`src/rtl/stack_arbiter_pkg.sv`:
```
// Shared stack/CPU interface codes plus controller-internal FSM state codes for stack_arbiter.
package stack_arbiter_pkg;

    localparam int SC_N = 3;
    localparam int CD_N = 8;
    localparam int CO_N = 4;

    localparam logic [SC_N-1:0] SC_NON = 3'd0;
    localparam logic [SC_N-1:0] SC_PUS = 3'd1;
    localparam logic [SC_N-1:0] SC_POP = 3'd2;
    localparam logic [SC_N-1:0] SC_TOP = 3'd3;
    localparam logic [SC_N-1:0] SC_CLR = 3'd4;

    localparam logic [1:0] ST_IDLE   = 2'd0;
    localparam logic [1:0] ST_ACCESS = 2'd1;
    localparam logic [1:0] ST_RESP   = 2'd2;

    // Operator words live zero-extended in the shared data-width RAM.
    function automatic logic [CD_N-1:0] op_extend(input logic [CO_N-1:0] v);
        return {{(CD_N-CO_N){1'b0}}, v};
    endfunction

endpackage

```
`src/rtl/stack_ram.sv`:
```
// Single-port RAM for the two stacks: synchronous write, registered read, contents never reset.
module stack_ram #(
    parameter int WORDS = 32,
    parameter int WIDTH = 8,
    localparam int AW = $clog2(WORDS)
) (
    input  logic             clk,
    input  logic             we,
    input  logic             re,
    input  logic [AW-1:0]    addr,
    input  logic [WIDTH-1:0] wdata,
    output logic [WIDTH-1:0] rdata
);

    logic [WIDTH-1:0] mem_r [WORDS];

    // Write port and registered read port share one address.
    always_ff @(posedge clk) begin
        if (we) mem_r[addr] <= wdata;
        if (re) rdata <= mem_r[addr];
    end

endmodule

```
`src/rtl/stack_arbiter.sv`:
```
// Data and operator stacks sharing one RAM behind an IDLE/ACCESS/RESP arbiter.
// Define STACK_ARB_RR_EN for round-robin on contention; otherwise the data stack always wins.
module stack_arbiter
    import stack_arbiter_pkg::*;
#(
    parameter int DEPTH = 16
) (
    input  logic            clk,
    input  logic            reset,
    input  logic [SC_N-1:0] dt_cmd,
    input  logic [CD_N-1:0] dt_wdata,
    output logic [CD_N-1:0] dt_rdata,
    output logic            dt_ack,
    output logic            dt_empty,
    output logic            dt_full,
    output logic            dt_err,
    input  logic [SC_N-1:0] op_cmd,
    input  logic [CO_N-1:0] op_wdata,
    output logic [CO_N-1:0] op_rdata,
    output logic            op_ack,
    output logic            op_empty,
    output logic            op_full,
    output logic            op_err
);

    localparam int PW = $clog2(DEPTH) + 1;
    localparam logic [PW-1:0] SP_FULL = PW'(DEPTH);
    localparam logic [PW-1:0] SP_ZERO = {PW{1'b0}};
    localparam logic [PW-1:0] SP_ONE  = {{(PW-1){1'b0}}, 1'b1};

    logic [1:0]      state_r;
    logic [PW-1:0]   dt_sp_r, op_sp_r;
    logic            gnt_op_r, rd_ok_r;
    logic [SC_N-1:0] cmd_r;
    logic [CD_N-1:0] wdata_r;
    logic [CD_N-1:0] dt_rdata_r;
    logic [CO_N-1:0] op_rdata_r;
    logic            dt_ack_r, op_ack_r, dt_err_r, op_err_r;

    logic            dt_req_s, op_req_s, gnt_op_s;
    logic [PW-1:0]   sel_sp_s, idx_s, next_sp_s;
    logic            sel_full_s, sel_empty_s, is_pus_s, is_rd_s;
    logic            wr_ok_s, rd_ok_s, bad_s;
    logic            ram_we_s, ram_re_s;
    logic [PW-1:0]   ram_addr_s;
    logic [CD_N-1:0] ram_q_s;

    assign dt_req_s = (dt_cmd != SC_NON);
    assign op_req_s = (op_cmd != SC_NON);

`ifdef STACK_ARB_RR_EN
    logic rr_op_r;

    // Contention winner alternates; the pointer only moves when both ports request.
    always_ff @(posedge clk) begin
        if (reset) rr_op_r <= 1'b0;
        else if (state_r == ST_IDLE && dt_req_s && op_req_s) rr_op_r <= !gnt_op_s;
    end

    assign gnt_op_s = op_req_s && (!dt_req_s || rr_op_r);
`else
    assign gnt_op_s = op_req_s && !dt_req_s;
`endif

    // Decode the latched command against the granted stack's pointer.
    always_comb begin
        sel_sp_s    = gnt_op_r ? op_sp_r : dt_sp_r;
        sel_full_s  = (sel_sp_s == SP_FULL);
        sel_empty_s = (sel_sp_s == SP_ZERO);
        is_pus_s    = (cmd_r == SC_PUS);
        is_rd_s     = (cmd_r == SC_POP) || (cmd_r == SC_TOP);
        wr_ok_s     = is_pus_s && !sel_full_s;
        rd_ok_s     = is_rd_s && !sel_empty_s;
        bad_s       = (is_pus_s && sel_full_s) || (is_rd_s && sel_empty_s);
        idx_s       = is_pus_s ? sel_sp_s : sel_sp_s - SP_ONE;
        ram_addr_s  = {gnt_op_r, idx_s[PW-2:0]};
        ram_we_s    = (state_r == ST_ACCESS) && wr_ok_s && !reset;
        ram_re_s    = (state_r == ST_ACCESS) && rd_ok_s && !reset;
        case (cmd_r)
            SC_PUS:  next_sp_s = wr_ok_s ? sel_sp_s + SP_ONE : sel_sp_s;
            SC_POP:  next_sp_s = rd_ok_s ? sel_sp_s - SP_ONE : sel_sp_s;
            SC_CLR:  next_sp_s = SP_ZERO;
            default: next_sp_s = sel_sp_s;
        endcase
    end

    stack_ram #(.WORDS(2*DEPTH), .WIDTH(CD_N)) u_ram (
        .clk   (clk),
        .we    (ram_we_s),
        .re    (ram_re_s),
        .addr  (ram_addr_s),
        .wdata (wdata_r),
        .rdata (ram_q_s)
    );

    // Arbiter FSM, stack pointers, sticky errors, acks and held read data.
    always_ff @(posedge clk) begin
        if (reset) begin
            state_r    <= ST_IDLE;
            dt_sp_r    <= SP_ZERO;
            op_sp_r    <= SP_ZERO;
            gnt_op_r   <= 1'b0;
            rd_ok_r    <= 1'b0;
            cmd_r      <= SC_NON;
            wdata_r    <= {CD_N{1'b0}};
            dt_rdata_r <= {CD_N{1'b0}};
            op_rdata_r <= {CO_N{1'b0}};
            dt_ack_r   <= 1'b0;
            op_ack_r   <= 1'b0;
            dt_err_r   <= 1'b0;
            op_err_r   <= 1'b0;
        end else begin
            case (state_r)
                ST_IDLE: begin
                    if (dt_req_s || op_req_s) begin
                        gnt_op_r <= gnt_op_s;
                        cmd_r    <= gnt_op_s ? op_cmd : dt_cmd;
                        wdata_r  <= gnt_op_s ? op_extend(op_wdata) : dt_wdata;
                        state_r  <= ST_ACCESS;
                    end
                end
                ST_ACCESS: begin
                    rd_ok_r <= rd_ok_s;
                    state_r <= ST_RESP;
                    if (gnt_op_r) begin
                        op_sp_r  <= next_sp_s;
                        op_ack_r <= 1'b1;
                        if (cmd_r == SC_CLR) op_err_r <= 1'b0;
                        else if (bad_s)      op_err_r <= 1'b1;
                    end else begin
                        dt_sp_r  <= next_sp_s;
                        dt_ack_r <= 1'b1;
                        if (cmd_r == SC_CLR) dt_err_r <= 1'b0;
                        else if (bad_s)      dt_err_r <= 1'b1;
                    end
                end
                ST_RESP: begin
                    dt_ack_r <= 1'b0;
                    op_ack_r <= 1'b0;
                    state_r  <= ST_IDLE;
                    if (rd_ok_r) begin
                        if (gnt_op_r) op_rdata_r <= ram_q_s[CO_N-1:0];
                        else          dt_rdata_r <= ram_q_s;
                    end
                end
                default: state_r <= ST_IDLE;
            endcase
        end
    end

    // The RAM's registered output is presented during the ack cycle, then held locally.
    assign dt_rdata = (state_r == ST_RESP && rd_ok_r && !gnt_op_r) ? ram_q_s : dt_rdata_r;
    assign op_rdata = (state_r == ST_RESP && rd_ok_r && gnt_op_r) ? ram_q_s[CO_N-1:0] : op_rdata_r;
    assign dt_ack   = dt_ack_r;
    assign op_ack   = op_ack_r;
    assign dt_err   = dt_err_r;
    assign op_err   = op_err_r;
    assign dt_empty = (dt_sp_r == SP_ZERO);
    assign dt_full  = (dt_sp_r == SP_FULL);
    assign op_empty = (op_sp_r == SP_ZERO);
    assign op_full  = (op_sp_r == SP_FULL);

endmodule

```
`config.mk`:
```
export PLATFORM = sky130hd
export DESIGN_NAME = stack_arbiter
export DESIGN_NICKNAME = d
export VERILOG_FILES = /design/src/rtl/stack_arbiter_pkg.sv /design/src/rtl/stack_ram.sv /design/src/rtl/stack_arbiter.sv
export SDC_FILE = /design/constraint.sdc
export NUM_CORES = 1
export LEC_CHECK = 0
export CAP_MARGIN = 40
export CORE_MARGIN = 5
export CORE_UTILIZATION = 48
export CTS_CLUSTER_SIZE = 24
export DETAILED_ROUTE_END_ITERATION = 12
export HOLD_SLACK_MARGIN = 0.08
export PLACE_DENSITY = 0.74
export SYNTH_ARGS = -nofsm -noshare
export SYNTH_HDL_FRONTEND = slang
export SYNTH_SLANG_ARGS = --single-unit
```
`constraint.sdc`:
```
create_clock -name clk -period 6.02 [get_ports clk]
set_clock_uncertainty 0.1 [all_clocks]
set_input_delay 1.505 -clock clk [delete_from_list [all_inputs] [get_ports clk]]
set_output_delay 1.505 -clock clk [all_outputs]
set_load 0.01 [all_outputs]
```
## After elaboration in Yosys (flattened, before gate mapping)

Memories as Yosys holds them, arrays and structs flattened. A register that Yosys moved wholly into a read port is not among the register bits.
Cells that the tools add are included.

| storage, ports and cells | value |
|---|---|
| register bits after elaboration | 41 |
| bits in writable memories | 256 |
| input port bits | 20 |
| output and inout bits | 20 |
| logic and storage cells | 85 |
| memories | 1 |

| operators by class | value |
|---|---|
| $add $sub $neg | 2 |
| eq/ne operators | 12 |
| mux-type cells | 19 |
| bitwise gates (word level) | 1 |
| reduce and logical (&&, ||, !) cells | 37 |

Memories:

| memory | depth | width | read ports | clocked after memory_dff | write ports | line | RTL |
|---|---|---|---|---|---|---|---|
| u_ram.mem_r | 32 | 8 | 1 | 1 | 1 | stack_ram.sv:15 | `logic [WIDTH-1:0] mem_r [WORDS];` |

Operators with widths:

| kind | number |
|---|---|
| two-way mux 8 bit | 2 |
| equality test 5 bit (second input constant) | 3 |
| logical NOT 5 bit | 3 |
| two-way mux 5 bit | 3 |
| one-hot mux 5 bit (3 select lines) | 1 |
| logical AND 1 bit | 12 |
| AND reduction 3 bit | 4 |
| AND reduction 2 bit | 5 |
| two-way mux 4 bit | 2 |
| equality test 3 x 2 -> 1 bit (second input constant) | 2 |
| two-way mux 1 bit | 6 |
| inequality test 2 bit (second input constant) | 3 |
| nonzero test 3 bit | 2 |
| adder 5 x 1 -> 5 bit (second input constant) | 1 |
| logical NOT 1 bit | 5 |
| subtractor 5 x 1 -> 5 bit (second input constant) | 1 |
| one-hot mux 1 bit (2 select lines) | 2 |
| one-hot mux 2 bit (2 select lines) | 1 |
| nonzero test 2 bit | 2 |
| equality test 3 x 1 -> 1 bit (second input constant) | 1 |
| equality test 3 bit (second input constant) | 1 |
| logical OR 1 bit | 3 |
| two-way mux 3 bit | 1 |
| equality test 2 x 1 -> 1 bit (second input constant) | 1 |
| 4 further kinds | 4 |

## Longest topological paths before layout

Gate-level depths: netlist of the first run.

| depth | value |
|---|---|
| depth in word-level cells | 8 |
| gate-level depth with buffers | 10 |
| depth with buffers taken out | 8 |

## Modules after synthesis

From an unflattened synthesis of the first run, not the netlist that was laid out.

| unflattened totals | value |
|---|---|
| cells, all modules | 825 |
| area, all modules | 12540.8 um^2 |

By module, submodules not included:

| module | instances | cells each | area an instance (um^2) | sequential area each (um^2) |
|---|---|---|---|---|
| stack_ram | 1 | 576 | 10286.1 | 7927.6 |
| stack_arbiter | 1 | 249 | 2254.7 | 820.8 |

## Worst setup path after synthesis of the first run

No wires, ideal clock.

| timing path | value |
|---|---|
| path type | reg2out |
| from | register gnt_op_r |
| to | output dt_rdata[0] |
| arrival | 1.604 ns |
| required time | 4.415 ns |
| path slack | 2.811 ns |
| cell stages (with the launch flop) | 5 |
| path buffers | 2 |
| path through | dfxtp_1 -> buf_4 -> buf_1 -> nor3b_2 -> mux2_2 |

| between the ends | value |
|---|---|
| longest elaborated chain between the ends | 3 |

RTL lines:

| element | line | RTL |
|---|---|---|
| start: declaration | stack_arbiter.sv:33 | `logic gnt_op_r, rd_ok_r;` |
| start signal: assignment | stack_arbiter.sv:116 | `gnt_op_r <= gnt_op_s;` |
| logical NOT 1 bit | stack_arbiter.sv:152 | `assign dt_rdata = (state_r == ST_RESP && rd_ok_r && !gnt_op_r) ? ram_q_s : dt_rdata_r;` |
| logical AND 1 bit | stack_arbiter.sv:152 |  |
| two-way mux 8 bit | stack_arbiter.sv:152 |  |
| end: declaration | stack_arbiter.sv:12 | `output logic [CD_N-1:0] dt_rdata,` |

No other way between the ends.

## Worst setup path after layout of the first run

| timing path | value |
|---|---|
| from | register gnt_op_r |
| to | output dt_rdata[6] |

The elaborated chain is that of the path after synthesis.

==> metrics.md, run 1 <==
| Metric | Value |
|---|---|
| FF-to-FF setup slack | `1.91 ns` |
| Dpl ws | `1.72 ns` |
| R2r worst-path depth | `7` |
| Leak | `4.74 nW` |
| Die height | `174 µm` |
| Async set-reset flop share out of synthesis | `0%` |
| Vias in the first global route | `8,129` |
| Net Count, Synth | `970` |
| Drt drc | `0` |
| Multi-input gate area | `3800 µm²` |
| RePlAce Congestion | `0.920` |
| Setup violators final | `0` |
| Setup bufs post-CTS | `0` |
| Worst Path Required | `4.41 ns` |
| Total GRT Usage | `20.8%` |
| Ratio of cells with drive above 1 in the final layout | `10.1%` |
| Layout fillers | `2,133` |
| Post-DP HPWL | `20,100 µm` |
| TNS Setup | `0 ns` |
| H-tree depth | `1` |
| Die Wd | `174 µm` |
| Worst skew pair latency | `0.56 ns` |
| FF-to-FF Start | `gnt_op_r$_SDFFE_PP0P_` |
| Hold WS | `0.359 ns` |
| Setup Crit Path Kind | `flop to output pin` |
| Max Cap Violations | `0` |
| Sequential area share after synthesis | `68.0%` |
| Total grt overflow | `0` |
| Post-cts resize count | `0` |
| Cell Area, Synth | `12,900 µm²` |
| Critical Path Source | `gnt_op_r$_SDFFE_PP0P_` |
| WL/cell | `24.3 µm` |
| Worst VDD drop | `0.227 mV` |
| Main synth FF type | `edfxtp_1` |
| Final Cycle Share | `72.2%` |
| Final nets | `989` |
| Die area | `30,200 µm²` |
| Netlist cell types | `60` |
| Core area | `26,700 µm²` |
| Setup crit start kind | `flop` |
| DR pass1 iterations | `6` |
| Ys Warns | `0` |
| Pins Over Slew Limit | `0` |
| Final Hold Viols | `0` |
| Post-synth EDFFs | `264` |
| Initial antenna violation count | `0` |
| Num rows | `60` |
| Synth Instances | `948` |
| First-pass GRT wire length | `49,400 µm` |
| Power per cell area | `331 nW/µm²` |
| Largest net degree at the start of global routing | `46` |
| WP data arrival | `2.74 ns` |
| I/O Buffers | `39` |
| Crit end category | `output pin` |
| ANT cells | `0` |
| Final WL | `32,200 µm` |
| CP Capture Point | `dt_rdata[6]` |
| Num CTS Buffers | `29` |
| Routed via count | `8,574` |
| Worst Hold Class | `flop to flop` |
| Initial Utilization | `48.3%` |
| Register area | `8750 µm²` |
| Post-layout util | `54.4%` |
| Commonest non-fill, non-tap cell in the layout | `edfxtp_1` |
| Layout area overhead | `12.6%` |
| Clock transition at path regs | `0.06 ns` |
| Sink Count | `305` |
| Synth Register Bits | `305` |
| Max Freq | `230 MHz` |
| Cell chosen for the clock root | `clkbuf_16` |
| Average via count per standard cell | `6.46` |
| Fin worst setup slack | `1.68 ns` |
| Max-Slew Margin vs Limit | `36.7%` |
| Tmin final | `4.34 ns` |
| RSZ-0062 raised after global routing | `no` |
| Hold-fix buffers, CTS | `0` |
| Iter 0 DRT Violations | `988` |
| Status | `finished clean` |
| CP max FO | `23` |
| CTS tree | `built` |
| Clock buffer depth | `3` |
| Post-route ant nets | `0` |
| Worst Tran Pin Value | `0.924 ns` |
| FF-to-FF End | `u_ram.mem_r[27][2]$_DFFE_PP_` |
| Most frequent cells in the layout | `edfxtp_1, a21o_1, a21oi_1, nor2_1, dfxtp_1` |
| Avg Synthesized Cell Area | `13.6 µm²` |
| Num ports | `40` |
[worst min path at each step]
stage,from,end,cells after the start
2_1_floorplan,rd_ok_r$_SDFFE_PP0P_,rd_ok_r$_SDFFE_PP0P_,2
3_3_place_gp,dt_ack$_SDFFE_PP0P_,dt_ack$_SDFFE_PP0P_,2
3_5_place_dp,dt_ack$_SDFFE_PP0P_,dt_ack$_SDFFE_PP0P_,2
4_1_cts,dt_ack$_SDFFE_PP0P_,dt_ack$_SDFFE_PP0P_,2
5_1_grt,dt_ack$_SDFFE_PP0P_,dt_ack$_SDFFE_PP0P_,2
6_report,dt_ack$_SDFFE_PP0P_,dt_ack$_SDFFE_PP0P_,2
[synth_stat cells, drive strengths merged, types with 15 or more instances]
cell type  number  area [µm²]
a211oi         17         128
a21o           96         721
a21oi          77         385
buf            29         146
clkbuf         46         173
dfxtp          41         821
edfxtp        264        7930
mux2           15         169
nand2          28         105
nand3          17         100
nor2           68         255
nor2b          16         100
o2111ai        18         158
o22ai          40         250
o32a           18         180
or4            17         128
[flip-flops by register name, indices dropped and copies added, names as in the netlist]
register     flops
op_sp_r          5
rd_ok_r          1
dt_rdata_r       8
gnt_op_r         1
dt_sp_r          5
dt_ack           1
cmd_r            3
u_ram.rdata      8
dt_err           1
op_err           1
wdata_r          8
op_ack           1
state_r          2
u_ram.mem_r    256
op_rdata_r       4
[area by class of cell]
class	instances	share of cell area, %
flip-flops and latches	305	60.4
clock inverters	19	1.30
well taps	341	2.94
repair buffers	63	3.94
clock buffers	32	5.09
inverters	4	0.104
multi-input cells	564	26.3
[per-stage QoR]
step           power, mW  instance area (µm²)  std cells
3_5_place_dp        3.06                13600       1277
3_3_place_gp        3.04                13600       1276
6_report            4.80                14500       1328
2_1_floorplan       2.83                12900        948
4_1_cts             4.81                14500       1328
5_1_grt             4.96                14500       1328
[critical path, stage by stage (launching register included)]
cell	delay, ns
dfxtp_1	0.42
buf_4	0.27
nor3b_2	0.57
mux2_2	0.42
clkdlybuf4s50_1	0.49
[per-layer routing]
| layer | part of all wire (%) | track usage [%] |
|---|---|---|
| met4 | 4.2 | 7.92 |
| met1 | 41 | 29.6 |
| met2 | 45 | 32.5 |
| met5 | 0 | 0 |
| met3 | 9.1 | 3.16 |
[report_power, final]
group          total, mW  internal (mW)  switching (mW)
Clock               1.78           1.01           0.767
Combinational      0.661          0.234           0.427
Sequential          2.36           2.34          0.0213
[cells by family (layout without fill, tap and decap cells)]
| kind of cell | count (synthesis) | in the layout | share of synthesized area [%] |
|---|---|---|---|
| flops | 305 | 305 | 68.0 |
| mux | 25 | 25 | 2.31 |
| buf+inv | 79 | 118 | 2.60 |
| xor+xnor | 5 | 5 | 0.340 |
| compound gates | 330 | 330 | 18.2 |
| fa+ha+maj | 2 | 2 | 0.194 |
| simple gates | 202 | 202 | 8.37 |
Note: power is estimated with default switching activity, not from simulation.
==> inputs of run 2 (changes only) <==
--- a/config.mk
+++ b/config.mk
@@ -11,7 +11,7 @@
 export CTS_CLUSTER_SIZE = 24
 export DETAILED_ROUTE_END_ITERATION = 12
 export HOLD_SLACK_MARGIN = 0.08
-export PLACE_DENSITY = 0.74
+export PLACE_DENSITY = 0.76
 export SYNTH_ARGS = -nofsm -noshare
 export SYNTH_HDL_FRONTEND = slang
 export SYNTH_SLANG_ARGS = --single-unit
==> constraint.sdc (replaced) <==
create_clock -name clk -period 3.55 [get_ports clk]
set_clock_uncertainty 0.1 [all_clocks]
set_input_delay 0.8875 -clock clk [delete_from_list [all_inputs] [get_ports clk]]
set_output_delay 0.8875 -clock clk [all_outputs]
set_load 0.01 [all_outputs]
==> run 2 against run 1 <==
Wire length rose by 4.8%. Via count rose by 3.5%. First-iteration DRC count rose by 38%. Critical path depth rose by 5.
==> metrics.md, run 2 (synthesis results as in run 1) <==
| Metric | Value |
|---|---|
| Status | `finished clean` |
| Critical Path Source | `gnt_op_r$_SDFFE_PP0P_` |
| CP Cell Sequence | `mux2i_2 > ha_2 > inv_1 > nand3_2 > buf_12 > a21o_1 > o2111a_1 > a22oi_1 > nand4b_1` |
| Core area | `26,700 µm² (unchanged)` |
| Vias in the first global route | `8,694 (+7.0%)` |
| Setup crit start kind | `flop` |
| Drt drc | `0 (unchanged)` |
| DR pass1 iterations | `7 (+1)` |
| Switching power | `2.10 mW (+73%)` |
| First-pass GRT wire length | `51,500 µm (+4.1%)` |
| H-tree depth | `1 (unchanged)` |
| Worst Hold Class | `flop to flop` |
| Worst Path Required | `3.72 ns (-0.69 ns)` |
| Die Wd | `174 µm (unchanged)` |
| Final Hold Viols | `0 (unchanged)` |
| ANT cells | `0 (unchanged)` |
| WP data arrival | `3.60 ns (+0.86 ns)` |
| Tmin final | `3.43 ns` |
| R2r worst-path depth | `9 (+2)` |
| Setup violators final | `0 (unchanged)` |
| Worst Tran Pin Value | `0.927 ns (+0.00334 ns)` |
| Iter 0 DRT Violations | `1,361 (+38%)` |
| Total GRT Usage | `21.8% (+1.0 points)` |
| Slowest CP cell | `dfxtp_1` |
| Dpl cell area | `14,000 µm² (+2.9%)` |
| Routed via count | `8,878 (+3.5%)` |
| Initial antenna violation count | `1 (+1)` |
| Max Freq | `291 MHz` |
| Clock Power Share | `38.3% (+1.3 points)` |
| Hold Startpoint | `op_ack$_SDFFE_PP0P_` |
| Final instance area | `15,000 µm² (+3.5%)` |
| Switching Share | `25.1% (-0.24 points)` |
| Num rows | `60 (unchanged)` |
| Clock transition at path regs | `0.06 ns (about the same)` |
| Worst skew pair latency | `0.55 ns (about the same)` |
| Layout area overhead | `16.6%` |
| Setup Crit Path Kind | `flop to flop` |
| Final nets | `1,040 (+5.2%)` |
| I/O Buffers | `39 (unchanged)` |
| Average via count per standard cell | `6.42 (-0.57%)` |
| Total grt overflow | `0 (unchanged)` |
| Final Cycle Share | `96.7%` |
| Die height | `174 µm (unchanged)` |
| Power per cell area | `559 nW/µm² (+69%)` |
| Reg power frac | `47.9% (-1.3 points)` |
| Most flops, register | `u_ram.mem_r` |
| Commonest non-fill, non-tap cell in the layout | `edfxtp_1` |
| Crit end category | `flop` |
| Num ports | `40 (unchanged)` |
| Leak | `5.04 nW (+6.4%)` |
| Die area | `30,200 µm² (unchanged)` |
| P_int | `6.28 mW (+75%)` |
| Cell chosen for the clock root | `clkbuf_16` |
| Final WL | `33,800 µm (+4.8%)` |
| Max-Slew Margin vs Limit | `38.2% (+1.5 points)` |
| Hold Path Depth | `2 (unchanged)` |
| Max FFs per register | `256 (unchanged)` |
| Sink Count | `305 (unchanged)` |
| WL/cell | `24.4 µm (+0.66%)` |
| Post-route ant nets | `0 (unchanged)` |
| Power share of the combinational group | `13.8% (about the same)` |
| Hold-fix buffers, CTS | `0 (unchanged)` |
| Dpl ws | `0.195 ns (-1.52 ns)` |
| CP max FO | `38 (+65%)` |
| Most frequent cells in the layout | `edfxtp_1, a21o_1, a21oi_1, buf_4, nor2_1` |
| Hold WS | `0.362 ns (+0.00309 ns)` |
| CTS tree | `built` |
| Ratio of cells with drive above 1 in the final layout | `14.6% (+4.5 points)` |
| Fin worst setup slack | `0.116 ns (-1.56 ns)` |
| Post-DP HPWL | `21,200 µm (+5.3%)` |
| Clock buffer depth | `3 (unchanged)` |
| FF-to-FF Start | `gnt_op_r$_SDFFE_PP0P_` |
| TNS Setup | `0 ns (unchanged)` |
| RePlAce Congestion | `0.935 (+1.6%)` |
| Worst VDD drop | `0.350 mV (+54%)` |
| RSZ-0062 raised after global routing | `no` |
| Layout fillers | `2,044 (-4.2%)` |
| Pins Over Slew Limit | `0 (unchanged)` |
| Max incr delay on CP | `0.48 ns (-0.09 ns)` |
| Largest net degree at the start of global routing | `46 (unchanged)` |
| Num CTS Buffers | `31 (+6.9%)` |
| Tot Pwr | `8.38 mW (+75%)` |
| Initial Utilization | `48.3% (unchanged)` |
| Max Cap Violations | `0 (unchanged)` |
run 2: area by class of cell:
type	count	area [µm²]	area share, %
Sequential cell	305	8750	58.3
Inverter	4	15.0	0.100
Clock inverter	21	205	1.37
Clock buffer	36	795	5.30
Timing Repair Buffer	112	983	6.56
Tap cell	341	427	2.84
Multi-Input combinational cell	564	3820	25.5
run 2: power groups by stage:
stage	Sequential, mW	Combinational (mW)	Clock [mW]
2_1_floorplan	4.11	0.688	0
3_3_place_gp	4.09	1.09	0
3_5_place_dp	4.09	1.12	0
4_1_cts	4.01	1.13	3.25
5_1_grt	4.02	1.24	3.42
6_report	4.02	1.16	3.21
run 2: through the flow:
step                std cells  utilization [%]
floorplan                 948                -
global route             1383             56.3
finish                   1383             56.3
global placement         1324             52.3
detailed placement       1325             52.4
CTS                      1383             56.2
run 2: worst max-delay path: cells and delay by family (launching register included):
family,cells,cell delay (ns)
AND/OR/NAND/NOR,2,0.52
flip-flops,1,0.48
multiplexers,1,0.45
adder cells (fa/ha/maj),1,0.40
AO/OA/AOI/OAI,3,0.69
buffers and inverters,2,0.48
run 2: worst paths after layout:
check | endpoint | slack (ns)
setup / recovery | u_ram.rdata[1]$_DFFE_PP_ | 0.12
hold / removal | op_ack$_SDFFE_PP0P_ | 0.36
setup reg to reg | u_ram.rdata[1]$_DFFE_PP_ | 0.12
hold reg to reg | op_ack$_SDFFE_PP0P_ | 0.36
run 2: what timing repair did:
item | CTS | global route
setup buffers | 1 | 0
endpoints found under the setup margin | 8 | 22
pin swaps | 1 | 0
resized for setup | 1 | 5
run 2: per-layer routing:
metal  wire, µm  track usage [%]  share of wire [%]  vias up
li1           -                -                  -     3909
met1      13000             29.1                 39     4309
met2      16200             36.3                 48      571
met3       3460             4.14                 10       89
met4       1120             7.19                3.3        0
met5          0                0                  0        -
